[src/rtl/byteswap_job_sched_if.sv]
// -----------------------------------------------------------------------------
// byteswap_job_sched_if
// Bundles the byteswap job scheduler's signals: the job queue port, the
// control port to the read/write masters, and the status outputs.
//   slave  : scheduler view (accepts jobs, drives ctrl/status)
//   master : producer/master-side view (offers jobs, returns done pulses)
// The optional timeout_err output exists only with BYTESWAP_SCHED_TIMEOUT_EN.
// -----------------------------------------------------------------------------
interface byteswap_job_sched_if #(
  parameter int C_ADDR_WIDTH   = 64,
  parameter int C_LENGTH_WIDTH = 32,
  parameter int C_QUEUE_DEPTH  = 4,
  parameter int C_COUNT_WIDTH  = 32
);
  localparam int QCNT_W = $clog2(C_QUEUE_DEPTH) + 1;

  // Job queue port
  logic                      job_valid;
  logic                      job_ready;
  logic [C_ADDR_WIDTH-1:0]   job_offset;
  logic [C_LENGTH_WIDTH-1:0] job_length;
  // Control port to both masters
  logic                      ctrl_start;
  logic [C_ADDR_WIDTH-1:0]   ctrl_offset;
  logic [C_LENGTH_WIDTH-1:0] ctrl_length;
  logic                      rd_done;
  logic                      wr_done;
  // Status
  logic                      job_done;
  logic                      busy;
  logic [QCNT_W-1:0]         queue_count;
  logic [C_COUNT_WIDTH-1:0]  jobs_done_count;
`ifdef BYTESWAP_SCHED_TIMEOUT_EN
  logic                      timeout_err;
`endif

  modport slave (
    input  job_valid, job_offset, job_length, rd_done, wr_done,
`ifdef BYTESWAP_SCHED_TIMEOUT_EN
    output timeout_err,
`endif
    output job_ready, ctrl_start, ctrl_offset, ctrl_length,
           job_done, busy, queue_count, jobs_done_count
  );

  modport master (
    output job_valid, job_offset, job_length, rd_done, wr_done,
`ifdef BYTESWAP_SCHED_TIMEOUT_EN
    input  timeout_err,
`endif
    input  job_ready, ctrl_start, ctrl_offset, ctrl_length,
           job_done, busy, queue_count, jobs_done_count
  );
endinterface

[src/rtl/byteswap_job_sched.sv]
// -----------------------------------------------------------------------------
// byteswap_job_sched
// Job scheduler in front of the byteswap datapath. Jobs (offset, length) are
// queued in a small FIFO and issued one at a time to the read and write
// masters with a single-cycle ctrl_start pulse. A job retires once both
// masters have reported done; zero-length jobs retire without being issued.
//
// Ports:
//   ap_clk  : sole clock, rising edge
//   areset  : synchronous, active-high reset (shared with the masters)
//   bus     : byteswap_job_sched_if.slave -- job queue, ctrl and status
//
// Optional feature macro: BYTESWAP_SCHED_TIMEOUT_EN
//   Adds bus.timeout_err and a WAIT watchdog of C_TIMEOUT_CYCLES cycles that
//   force-retires a stuck job and sets timeout_err until reset.
// -----------------------------------------------------------------------------
module byteswap_job_sched #(
  parameter int C_ADDR_WIDTH     = 64,
  parameter int C_LENGTH_WIDTH   = 32,
  parameter int C_QUEUE_DEPTH    = 4,
  parameter int C_COUNT_WIDTH    = 32
`ifdef BYTESWAP_SCHED_TIMEOUT_EN
  ,
  parameter int C_TIMEOUT_CYCLES = 1048576
`endif
) (
  input  logic                 ap_clk,
  input  logic                 areset,
  byteswap_job_sched_if.slave  bus
);

  localparam int PTR_W   = $clog2(C_QUEUE_DEPTH);
  localparam int CNT_W   = PTR_W + 1;
  localparam int ENTRY_W = C_ADDR_WIDTH + C_LENGTH_WIDTH;

  typedef enum logic [1:0] {S_IDLE, S_START, S_WAIT, S_RETIRE} state_e;

  // FIFO
  logic [ENTRY_W-1:0]        mem_q [C_QUEUE_DEPTH];
  logic [PTR_W-1:0]          wr_ptr_q, rd_ptr_q;
  logic [CNT_W-1:0]          count_q, count_d;
  logic                      job_ready_q;
  logic                      push, pop, fifo_empty;
  logic [C_ADDR_WIDTH-1:0]   head_offset;
  logic [C_LENGTH_WIDTH-1:0] head_length;

  // FSM and registered outputs
  state_e                    state_q;
  logic                      ctrl_start_q, job_done_q;
  logic [C_ADDR_WIDTH-1:0]   ctrl_offset_q;
  logic [C_LENGTH_WIDTH-1:0] ctrl_length_q;
  logic                      rd_seen_q, wr_seen_q, both_done;
  logic [C_COUNT_WIDTH-1:0]  jobs_done_q;

`ifdef BYTESWAP_SCHED_TIMEOUT_EN
  localparam int TMR_W = $clog2(C_TIMEOUT_CYCLES + 1);
  logic [TMR_W-1:0]          timer_q;
  logic                      timeout_err_q;
`endif

  assign fifo_empty = (count_q == '0);
  // job_ready is registered, so a push never relies on a same-cycle pop.
  assign push       = bus.job_valid && job_ready_q;
  assign pop        = (state_q == S_IDLE) && !fifo_empty;
  assign {head_offset, head_length} = mem_q[rd_ptr_q];
  // A done arriving this cycle counts together with one latched earlier.
  assign both_done  = (rd_seen_q || bus.rd_done) && (wr_seen_q || bus.wr_done);

  // NOTE: every signal assigned in always_comb gets a default first, so no
  // path leaves it unassigned and no latch is inferred.
  always_comb begin
    count_d = count_q;
    case ({push, pop})
      2'b10:   count_d = count_q + CNT_W'(1);
      2'b01:   count_d = count_q - CNT_W'(1);
      default: ;
    endcase
  end

  // NOTE: the storage array carries no reset; the pointers and occupancy
  // define which entries are valid, so flushing only needs those reset.
  always_ff @(posedge ap_clk) begin
    if (push) mem_q[wr_ptr_q] <= {bus.job_offset, bus.job_length};
  end

  // NOTE: sequential state is assigned with <= so every register samples the
  // pre-edge values, independent of statement order.
  always_ff @(posedge ap_clk) begin
    if (areset) begin
      wr_ptr_q    <= '0;
      rd_ptr_q    <= '0;
      count_q     <= '0;
      job_ready_q <= 1'b0;
    end else begin
      if (push) wr_ptr_q <= wr_ptr_q + PTR_W'(1);
      if (pop)  rd_ptr_q <= rd_ptr_q + PTR_W'(1);
      count_q     <= count_d;
      job_ready_q <= (count_d != CNT_W'(C_QUEUE_DEPTH));
    end
  end

  always_ff @(posedge ap_clk) begin
    if (areset) begin
      state_q       <= S_IDLE;
      ctrl_start_q  <= 1'b0;
      job_done_q    <= 1'b0;
      ctrl_offset_q <= '0;
      ctrl_length_q <= '0;
      rd_seen_q     <= 1'b0;
      wr_seen_q     <= 1'b0;
      jobs_done_q   <= '0;
`ifdef BYTESWAP_SCHED_TIMEOUT_EN
      timer_q       <= '0;
      timeout_err_q <= 1'b0;
`endif
    end else begin
      // Pulses are asserted on the transition into START/RETIRE and drop here.
      ctrl_start_q <= 1'b0;
      job_done_q   <= 1'b0;
      case (state_q)
        S_IDLE: begin
          if (pop) begin
            ctrl_offset_q <= head_offset;
            ctrl_length_q <= head_length;
            if (head_length != '0) begin
              state_q      <= S_START;
              ctrl_start_q <= 1'b1;
            end else begin
              // Zero-length job: retire without involving the masters.
              state_q     <= S_RETIRE;
              job_done_q  <= 1'b1;
              jobs_done_q <= jobs_done_q + C_COUNT_WIDTH'(1);
            end
          end
        end
        S_START: begin
          // Dones seen before the masters were started are stale.
          rd_seen_q <= 1'b0;
          wr_seen_q <= 1'b0;
`ifdef BYTESWAP_SCHED_TIMEOUT_EN
          timer_q   <= '0;
`endif
          state_q   <= S_WAIT;
        end
        S_WAIT: begin
          if (bus.rd_done) rd_seen_q <= 1'b1;
          if (bus.wr_done) wr_seen_q <= 1'b1;
          if (both_done) begin
            state_q     <= S_RETIRE;
            job_done_q  <= 1'b1;
            jobs_done_q <= jobs_done_q + C_COUNT_WIDTH'(1);
          end
`ifdef BYTESWAP_SCHED_TIMEOUT_EN
          else if (timer_q == TMR_W'(C_TIMEOUT_CYCLES - 1)) begin
            // Watchdog: the job has sat in WAIT for C_TIMEOUT_CYCLES cycles.
            state_q       <= S_RETIRE;
            job_done_q    <= 1'b1;
            jobs_done_q   <= jobs_done_q + C_COUNT_WIDTH'(1);
            timeout_err_q <= 1'b1;
          end else begin
            timer_q <= timer_q + TMR_W'(1);
          end
`endif
        end
        S_RETIRE: state_q <= S_IDLE;
        default:  state_q <= S_IDLE;
      endcase
    end
  end

  assign bus.job_ready       = job_ready_q;
  assign bus.ctrl_start      = ctrl_start_q;
  assign bus.ctrl_offset     = ctrl_offset_q;
  assign bus.ctrl_length     = ctrl_length_q;
  assign bus.job_done        = job_done_q;
  assign bus.busy            = (state_q != S_IDLE) || !fifo_empty;
  assign bus.queue_count     = count_q;
  assign bus.jobs_done_count = jobs_done_q;
`ifdef BYTESWAP_SCHED_TIMEOUT_EN
  assign bus.timeout_err     = timeout_err_q;
`endif

endmodule
[src/flat_wrapper.sv]
// flat-port wrapper written by rule: the top's interface ports become plain ports
module byteswap_job_sched_flat 
#(
  parameter int C_ADDR_WIDTH     = 64,
  parameter int C_LENGTH_WIDTH   = 32,
  parameter int C_QUEUE_DEPTH    = 4,
  parameter int C_COUNT_WIDTH    = 32

)
  (ap_clk, areset, bus_job_valid, bus_job_offset, bus_job_length, bus_rd_done, bus_wr_done, bus_job_ready, bus_ctrl_start, bus_ctrl_offset, bus_ctrl_length, bus_job_done, bus_busy, bus_queue_count, bus_jobs_done_count);
  byteswap_job_sched_if #(.C_ADDR_WIDTH(C_ADDR_WIDTH), .C_LENGTH_WIDTH(C_LENGTH_WIDTH), .C_QUEUE_DEPTH(C_QUEUE_DEPTH), .C_COUNT_WIDTH(C_COUNT_WIDTH)) bus_i ();
  input  logic ap_clk;
  input  logic areset;
  input wire logic [$bits(bus_i.job_valid)-1:0] bus_job_valid;
  input wire logic [$bits(bus_i.job_offset)-1:0] bus_job_offset;
  input wire logic [$bits(bus_i.job_length)-1:0] bus_job_length;
  input wire logic [$bits(bus_i.rd_done)-1:0] bus_rd_done;
  input wire logic [$bits(bus_i.wr_done)-1:0] bus_wr_done;
  output wire logic [$bits(bus_i.job_ready)-1:0] bus_job_ready;
  output wire logic [$bits(bus_i.ctrl_start)-1:0] bus_ctrl_start;
  output wire logic [$bits(bus_i.ctrl_offset)-1:0] bus_ctrl_offset;
  output wire logic [$bits(bus_i.ctrl_length)-1:0] bus_ctrl_length;
  output wire logic [$bits(bus_i.job_done)-1:0] bus_job_done;
  output wire logic [$bits(bus_i.busy)-1:0] bus_busy;
  output wire logic [$bits(bus_i.queue_count)-1:0] bus_queue_count;
  output wire logic [$bits(bus_i.jobs_done_count)-1:0] bus_jobs_done_count;
  assign bus_i.job_valid = bus_job_valid;
  assign bus_i.job_offset = bus_job_offset;
  assign bus_i.job_length = bus_job_length;
  assign bus_i.rd_done = bus_rd_done;
  assign bus_i.wr_done = bus_wr_done;
  assign bus_job_ready = bus_i.job_ready;
  assign bus_ctrl_start = bus_i.ctrl_start;
  assign bus_ctrl_offset = bus_i.ctrl_offset;
  assign bus_ctrl_length = bus_i.ctrl_length;
  assign bus_job_done = bus_i.job_done;
  assign bus_busy = bus_i.busy;
  assign bus_queue_count = bus_i.queue_count;
  assign bus_jobs_done_count = bus_i.jobs_done_count;
  byteswap_job_sched #(.C_ADDR_WIDTH(C_ADDR_WIDTH), .C_LENGTH_WIDTH(C_LENGTH_WIDTH), .C_QUEUE_DEPTH(C_QUEUE_DEPTH), .C_COUNT_WIDTH(C_COUNT_WIDTH)) u_core (.ap_clk(ap_clk), .areset(areset), .bus(bus_i));
endmodule
[config.mk]
export PLATFORM = sky130hd
export DESIGN_NAME = byteswap_job_sched_flat
export DESIGN_NICKNAME = d
export VERILOG_FILES = /design/src/rtl/byteswap_job_sched_if.sv /design/src/rtl/byteswap_job_sched.sv /design/src/flat_wrapper.sv
export SDC_FILE = /design/constraint.sdc
export NUM_CORES = 1
export LEC_CHECK = 0
export ABC_AREA = 1
export BUFFER_PORTS_ARGS = -buffer_cell sky130_fd_sc_hd__buf_2
export CAP_MARGIN = 10
export CORE_ASPECT_RATIO = 0.75
export CORE_UTILIZATION = 59
export CTS_BUF_LIST = sky130_fd_sc_hd__clkbuf_16
export CTS_CLUSTER_SIZE = 24
export DETAILED_ROUTE_END_ITERATION = 8
export PLACE_DENSITY = 0.89
export SETUP_SLACK_MARGIN = 0.3
export SLEW_MARGIN = 20
export SYNTH_ARGS = -nofsm -noshare
export SYNTH_HDL_FRONTEND = slang
export SYNTH_SLANG_ARGS = --single-unit
[constraint.sdc]
create_clock -name ap_clk -period 8.48 [get_ports ap_clk]
set_input_delay 0.848 -clock ap_clk [delete_from_list [all_inputs] [get_ports ap_clk]]
set_output_delay 0.848 -clock ap_clk [all_outputs]
set_load 0.05 [all_outputs]
After elaboration in Yosys (flattened, before gate mapping)
Memories as Yosys holds them, arrays and structs flattened. A register that Yosys moved wholly into a read port is not among the register bits.
Cells that the tools add are included.
{"block": "op_classes", "muxes": 22, "bitwise_logic": 2, "reduce_logical": 19, "n_addsub": 5, "n_eq_ne": 11}
{"cell": "$mux W32", "n": 3}
{"cell": "$pmux W32 S2", "n": 1}
{"cell": "$add A32 B1 Y32 const B", "n": 1}
{"cell": "$reduce_bool A32 Y1", "n": 1}
{"cell": "$mux W2", "n": 5}
{"cell": "$mux W1", "n": 8}
{"cell": "$pmux W2 S4", "n": 1}
{"cell": "$reduce_and A2 Y1", "n": 4}
{"cell": "$eq A2 B2 Y1 const B", "n": 3}
{"cell": "$ne A2 B2 Y1 const B", "n": 3}
{"cell": "$pmux W1 S2", "n": 3}
{"cell": "$pmux W3 S2", "n": 1}
{"cell": "$reduce_bool A2 Y1", "n": 3}
{"cell": "$add A2 B1 Y2 const B", "n": 2}
{"cell": "$eq A2 B1 Y1 const B", "n": 2}
{"cell": "$ne A2 B1 Y1 const B", "n": 2}
{"cell": "$reduce_and A4 Y1", "n": 1}
{"cell": "$add A3 B1 Y3 const B", "n": 1}
{"cell": "$logic_and A1 B1 Y1", "n": 3}
{"cell": "$logic_not A3 Y1", "n": 1}
{"cell": "$logic_or A1 B1 Y1", "n": 3}
{"cell": "$ne A3 B3 Y1 const B", "n": 1}
{"cell": "$reduce_or A3 Y1", "n": 1}
{"cell": "$sub A3 B1 Y3 const B", "n": 1}
{"cell": "other kinds (3)", "n": 4}
{"block": "word_totals", "memories": 1, "regBits": 142, "input_bits": 101, "ram_bits": 384}
{"memory": "u_core.mem_q", "depth": 4, "width": 96, "read_ports": 1, "rd_clocked_by_memory_dff": 1, "write_ports": 1, "line": "byteswap_job_sched.sv:39", "text": "logic [ENTRY_W-1:0] mem_q [C_QUEUE_DEPTH];"}

Depth between registers and ports, before layout
{"block": "depth", "ltp_word": 6, "ltp_mapped": 18, "mapped_depth_nobuf": 14}

Worst setup path after synthesis
OpenSTA, ideal clock, no wires.
{"block": "synth_timing", "path_type": "input to register", "startpoint": "in bus_job_valid", "endpoint": "mem u_core.mem_q[0][0] (netlist bit), enable pin", "cell_stages": 2, "arrival_time_ns": 5.053, "setup_slack_ns": 2.875, "required_time_ns": 7.928, "setup_time_ns": 0.552, "cell_sequence": "nand2_1 -> nor2_1"}
{"block": "synth_via", "elab_chain_cells": 3}
{"item": "start, declared", "line": "flat_wrapper.sv:14", "text": "input wire logic [$bits(bus_i.job_valid)-1:0] bus_job_valid;"}
{"item": "$logic_and A1 B1 Y1", "line": "byteswap_job_sched.sv:63", "text": "assign push = bus.job_valid && job_ready_q;"}
{"item": "$mux W1", "line": "byteswap_job_sched.sv:83", "text": "if (push) mem_q[wr_ptr_q] <= {bus.job_offset, bus.job_length};"}
{"item": "$mux W1 (implied by the code)", "line": "byteswap_job_sched.sv:83"}
{"item": "end, declared", "line": "byteswap_job_sched.sv:39"}
Every way passes these cells.

==> key figures <==
Status
  – Status: finished, final reports clean

Worst setup path
  – CP bufs+invs: 3
  – CP arrival: about 4.5 ns
  – Element type at the critical path end: flop
  – WS Path Type: flop to flop
  – CP required: 8.90 ns
  – Worst path most repeated cell: nand2_1
  – Critical Path Start Type: flop
  – Max FO, Critical Path: 50
  – Slowest library cell on the worst path: buf_4
  – CP Cell Sequence: clkinv_2 -> buf_4 -> nand3_1 -> nand2_1 -> nand2_1 -> nor2_1 -> nand2_1 -> nor2_1 -> nand2_1 -> nand2_1 -> buf_4 -> nand3_1 -> a21oi_1 -> nor2_1
  – Kind of cell adding the most delay to the critical path: buffers and inverters
  – Crit path largest cell delay: 0.66 ns

Timing
  – Worst Tran Pin Value: 1.05 ns
  – RSZ-0062 raised after global routing: no
  – Total count of hold-check failures in the final report: 0
  – Setup tns final: 0 ns
  – Setup-failing EPs final: 0
  – Max frequency: 0.246 GHz
  – Fin crit share: between 40 and 50%
  – Max-slew headroom: between 20 and 30%
  – Setup Skew: 0.0339 ns
  – Pins Over Slew Limit: 0
  – Fin Hold WS: 0.462 ns
  – Post-layout min period: about 4.1 ns

Logic synthesis
  – Post-synth EDFFs: approximately 380
  – Syn Std Cell Area: just over 20000 sq um
  – Top post-synthesis cells by area: edfxtp_1 (57%), dfxtp_1 (14%), nor2_1 (6.1%)
  – Sequential area share after synthesis: between 70 and 80%
  – Fraction of registers with async set/reset: 0%
  – Predominant post-synthesis flop cell: edfxtp_1
  – Yosys top cell area share: 56.7%
  – Synth Instances: around 1800
  – Syn_nets: 1955
  – Synth top cells by count: edfxtp_1 (384), nor2_1 (330), nand2_1 (283)
  – Count leader, synth: edfxtp_1
  – Syn_area_per_cell: around 11 sq um
  – Ys Warns: 0
  – Synth unique cells: 24
  – Flop and latch count out of synthesis: about 530
  – Dominant cell type by area after synthesis: edfxtp_1

Final layout
  – Layout cells sized above 1: about 16%
  – Fin nets: between 2000 and 2500
  – Layout area overhead: 14.7%
  – FILL cells: about 2300
  – Final Core Density: a little under 70%
  – Final instance area: between 20000 and 25000 sq um

CTS
  – Clk_lat worst skew: ~0.57 ns
  – H-tree Lvls: 2
  – Post-CTS Setup Repair Bufs: 0
  – CTS Buf Count: 48
  – Deepest clock path buffer count: 3
  – TritonCTS Sinks: between 500 and 600
  – CTS tree: built
  – Hold buffers post-CTS: 0
  – Post-cts sizing count: 0
  – Worst-path clk slew: around 0.060 ns
  – Clock Root Buffer: clkbuf_16

Detailed routing
  – Final wirelength: roughly 46000 um
  – Post-route ant nets: 0
  – DRC errors left: 0
  – Drt first pass iters: 5
  – Vias per std cell: 5.77
  – 1st-iter DRT viols: ~1700
  – Total number of vias: around 15000
  – Wire per inst: between 15 and 20 um

Floorplanning
  – Die Footprint: between 30000 and 40000 sq um
  – Site row count: 58
  – Die Y: 163 um
  – Boundary Pins: between 200 and 250
  – Core Area: 33700 sq um
  – Initial Utilization: about three fifths
  – Die width: about 220 um

GRT
  – First-pass GRT wire length: between 70000 and 80000 um
  – Antenna violations before repair: 10
  – Overflow after GRT: 0
  – Pin count of the biggest net entering global routing: 110
  – Number of global-route vias before repair: roughly 14000
  – GRT Overall Usage: a little over a quarter

Worst hold path
  – Hold Crit Class: flop to flop

Run
  – Number of max-cap violations: 0

Power
  – Pwr Density: between 300 and 400 nW/um^2
  – Switching Fraction: between 40% and 50%
  – Internal: between 4 and 5 mW
  – Combinational power share: 33.4%
  – Clk pwr share: between 20% and 30%
  – Reg power frac: about 41%
  – Static leakage: a little under 9 nW
  – Worst vdd ir: 0.349 mV
  – Psw: about 3.3 mW

Place
  – DP Wirelength: roughly 27000 um
  – GPL Wtd Cong: approximately 0.89
  – Port Buf Inserts: roughly 240
  – DP Area: roughly 22000 sq um
-- per-stage QoR --
stage / worst slack (ns) / total power [mW] / instances
2_1_floorplan: 2.87 / 5.53 / 1843
3_3_place_gp: 4.53 / 6.11 / 2433
5_1_grt: 4.08 / 8.68 / 2526
4_1_cts: 4.39 / 8.30 / 2522
6_report: 4.42 / 8.29 / 2527
3_5_place_dp: 4.46 / 6.21 / 2433
-- layout make-up --
class	instances	area (sq um)	share of cell area (%)
multi-input combinational	1132	5200	22.3
sequential	528	14400	61.8
antenna	4	10.0	0.0429
clock buffer	50	1250	5.36
timing repair buffer	252	1320	5.66
inverter	72	275	1.18
clock inverter	39	279	1.20
tap	450	563	2.41
-- power groups by stage --
stage	combinational, mW	sequential, mW	clock (mW)
floorplan	1.29	4.24	0
global placement	2.62	3.50	0
detailed placement	2.70	3.51	0
CTS	2.72	3.46	2.12
global route	2.99	3.47	2.22
finish	2.77	3.43	2.09
-- routing by layer --
metal | wire [um] | vias to the layer above | GRT usage (%)
met5 | 73 | - | 0
met4 | 832 | 12 | 7.52
met3 | 4410 | 86 | 5.60
met2 | 22200 | 718 | 44.0
met1 | 19000 | 6970 | 35.0
li1 | - | 6805 | -
-- path summary, 6_finish.rpt --
kind	start	endpoint	slack, ns	cells after the start
setup / recovery	flop	u_core.bus.jobs_done_count[2]$_SDFFE_PP0P_	4.42	14
setup reg to reg	flop	u_core.bus.jobs_done_count[2]$_SDFFE_PP0P_	4.42	14
hold reg to reg	u_core.rd_ptr_q[1]$_SDFFE_PP0P_	flop	0.46	2
hold / removal	u_core.rd_ptr_q[1]$_SDFFE_PP0P_	flop	0.46	2
-- logic make-up after synthesis --
group                    after synthesis  share of synthesized area [%]
AO/OA/AOI/OAI                        355                           9.14
XOR/XNOR                              11                          0.474
adder cells (fa/ha/maj)               11                          0.714
buffers and inverters                183                           3.72
flip-flops                           528                           70.9
AND/OR/NAND/NOR                      755                           15.1
-- placed cells by master, fill, tap and decap left out, drive strengths merged, types with 33 or more instances in the layout --
cell type and count:
a31oi 66, buf 252, inv 85, nand3 92
clkbuf 50, nor2 330, a21oi 58, dfxtp 144
o21ai 231, nand4 33, edfxtp 384, nand2 283
-- registers in the layout (all words and copies together), names as in the netlist, named ones only --
| name | flops |
|---|---|
| u_core.bus.job_ready | 1 |
| u_core.bus.ctrl_offset | 64 |
| u_core.rd_seen_q | 1 |
| u_core.wr_ptr_q | 2 |
| u_core.state_q | 2 |
| u_core.mem_q | 384 |
| u_core.wr_seen_q | 1 |
| u_core.bus.queue_count | 3 |
| u_core.bus.job_done | 1 |
| u_core.bus.ctrl_start | 1 |
| u_core.bus.ctrl_length | 32 |
| u_core.rd_ptr_q | 2 |
| u_core.bus.jobs_done_count | 32 |
-- worst register-to-register path: stages, from the launching register on --
cell	delay, ns
dfxtp_4	0.53
clkinv_2	0.65
buf_4	0.66
nand3_1	0.17
nand2_1	0.14
nand2_1	0.07
nor2_1	0.15
nand2_1	0.06
nor2_1	0.10
nand2_1	0.11
nand2_1	0.08
buf_4	0.39
nand3_1	0.47
a21oi_1	0.29
nor2_1	0.06
No activity file was read; power rests on OpenSTA's default activity.
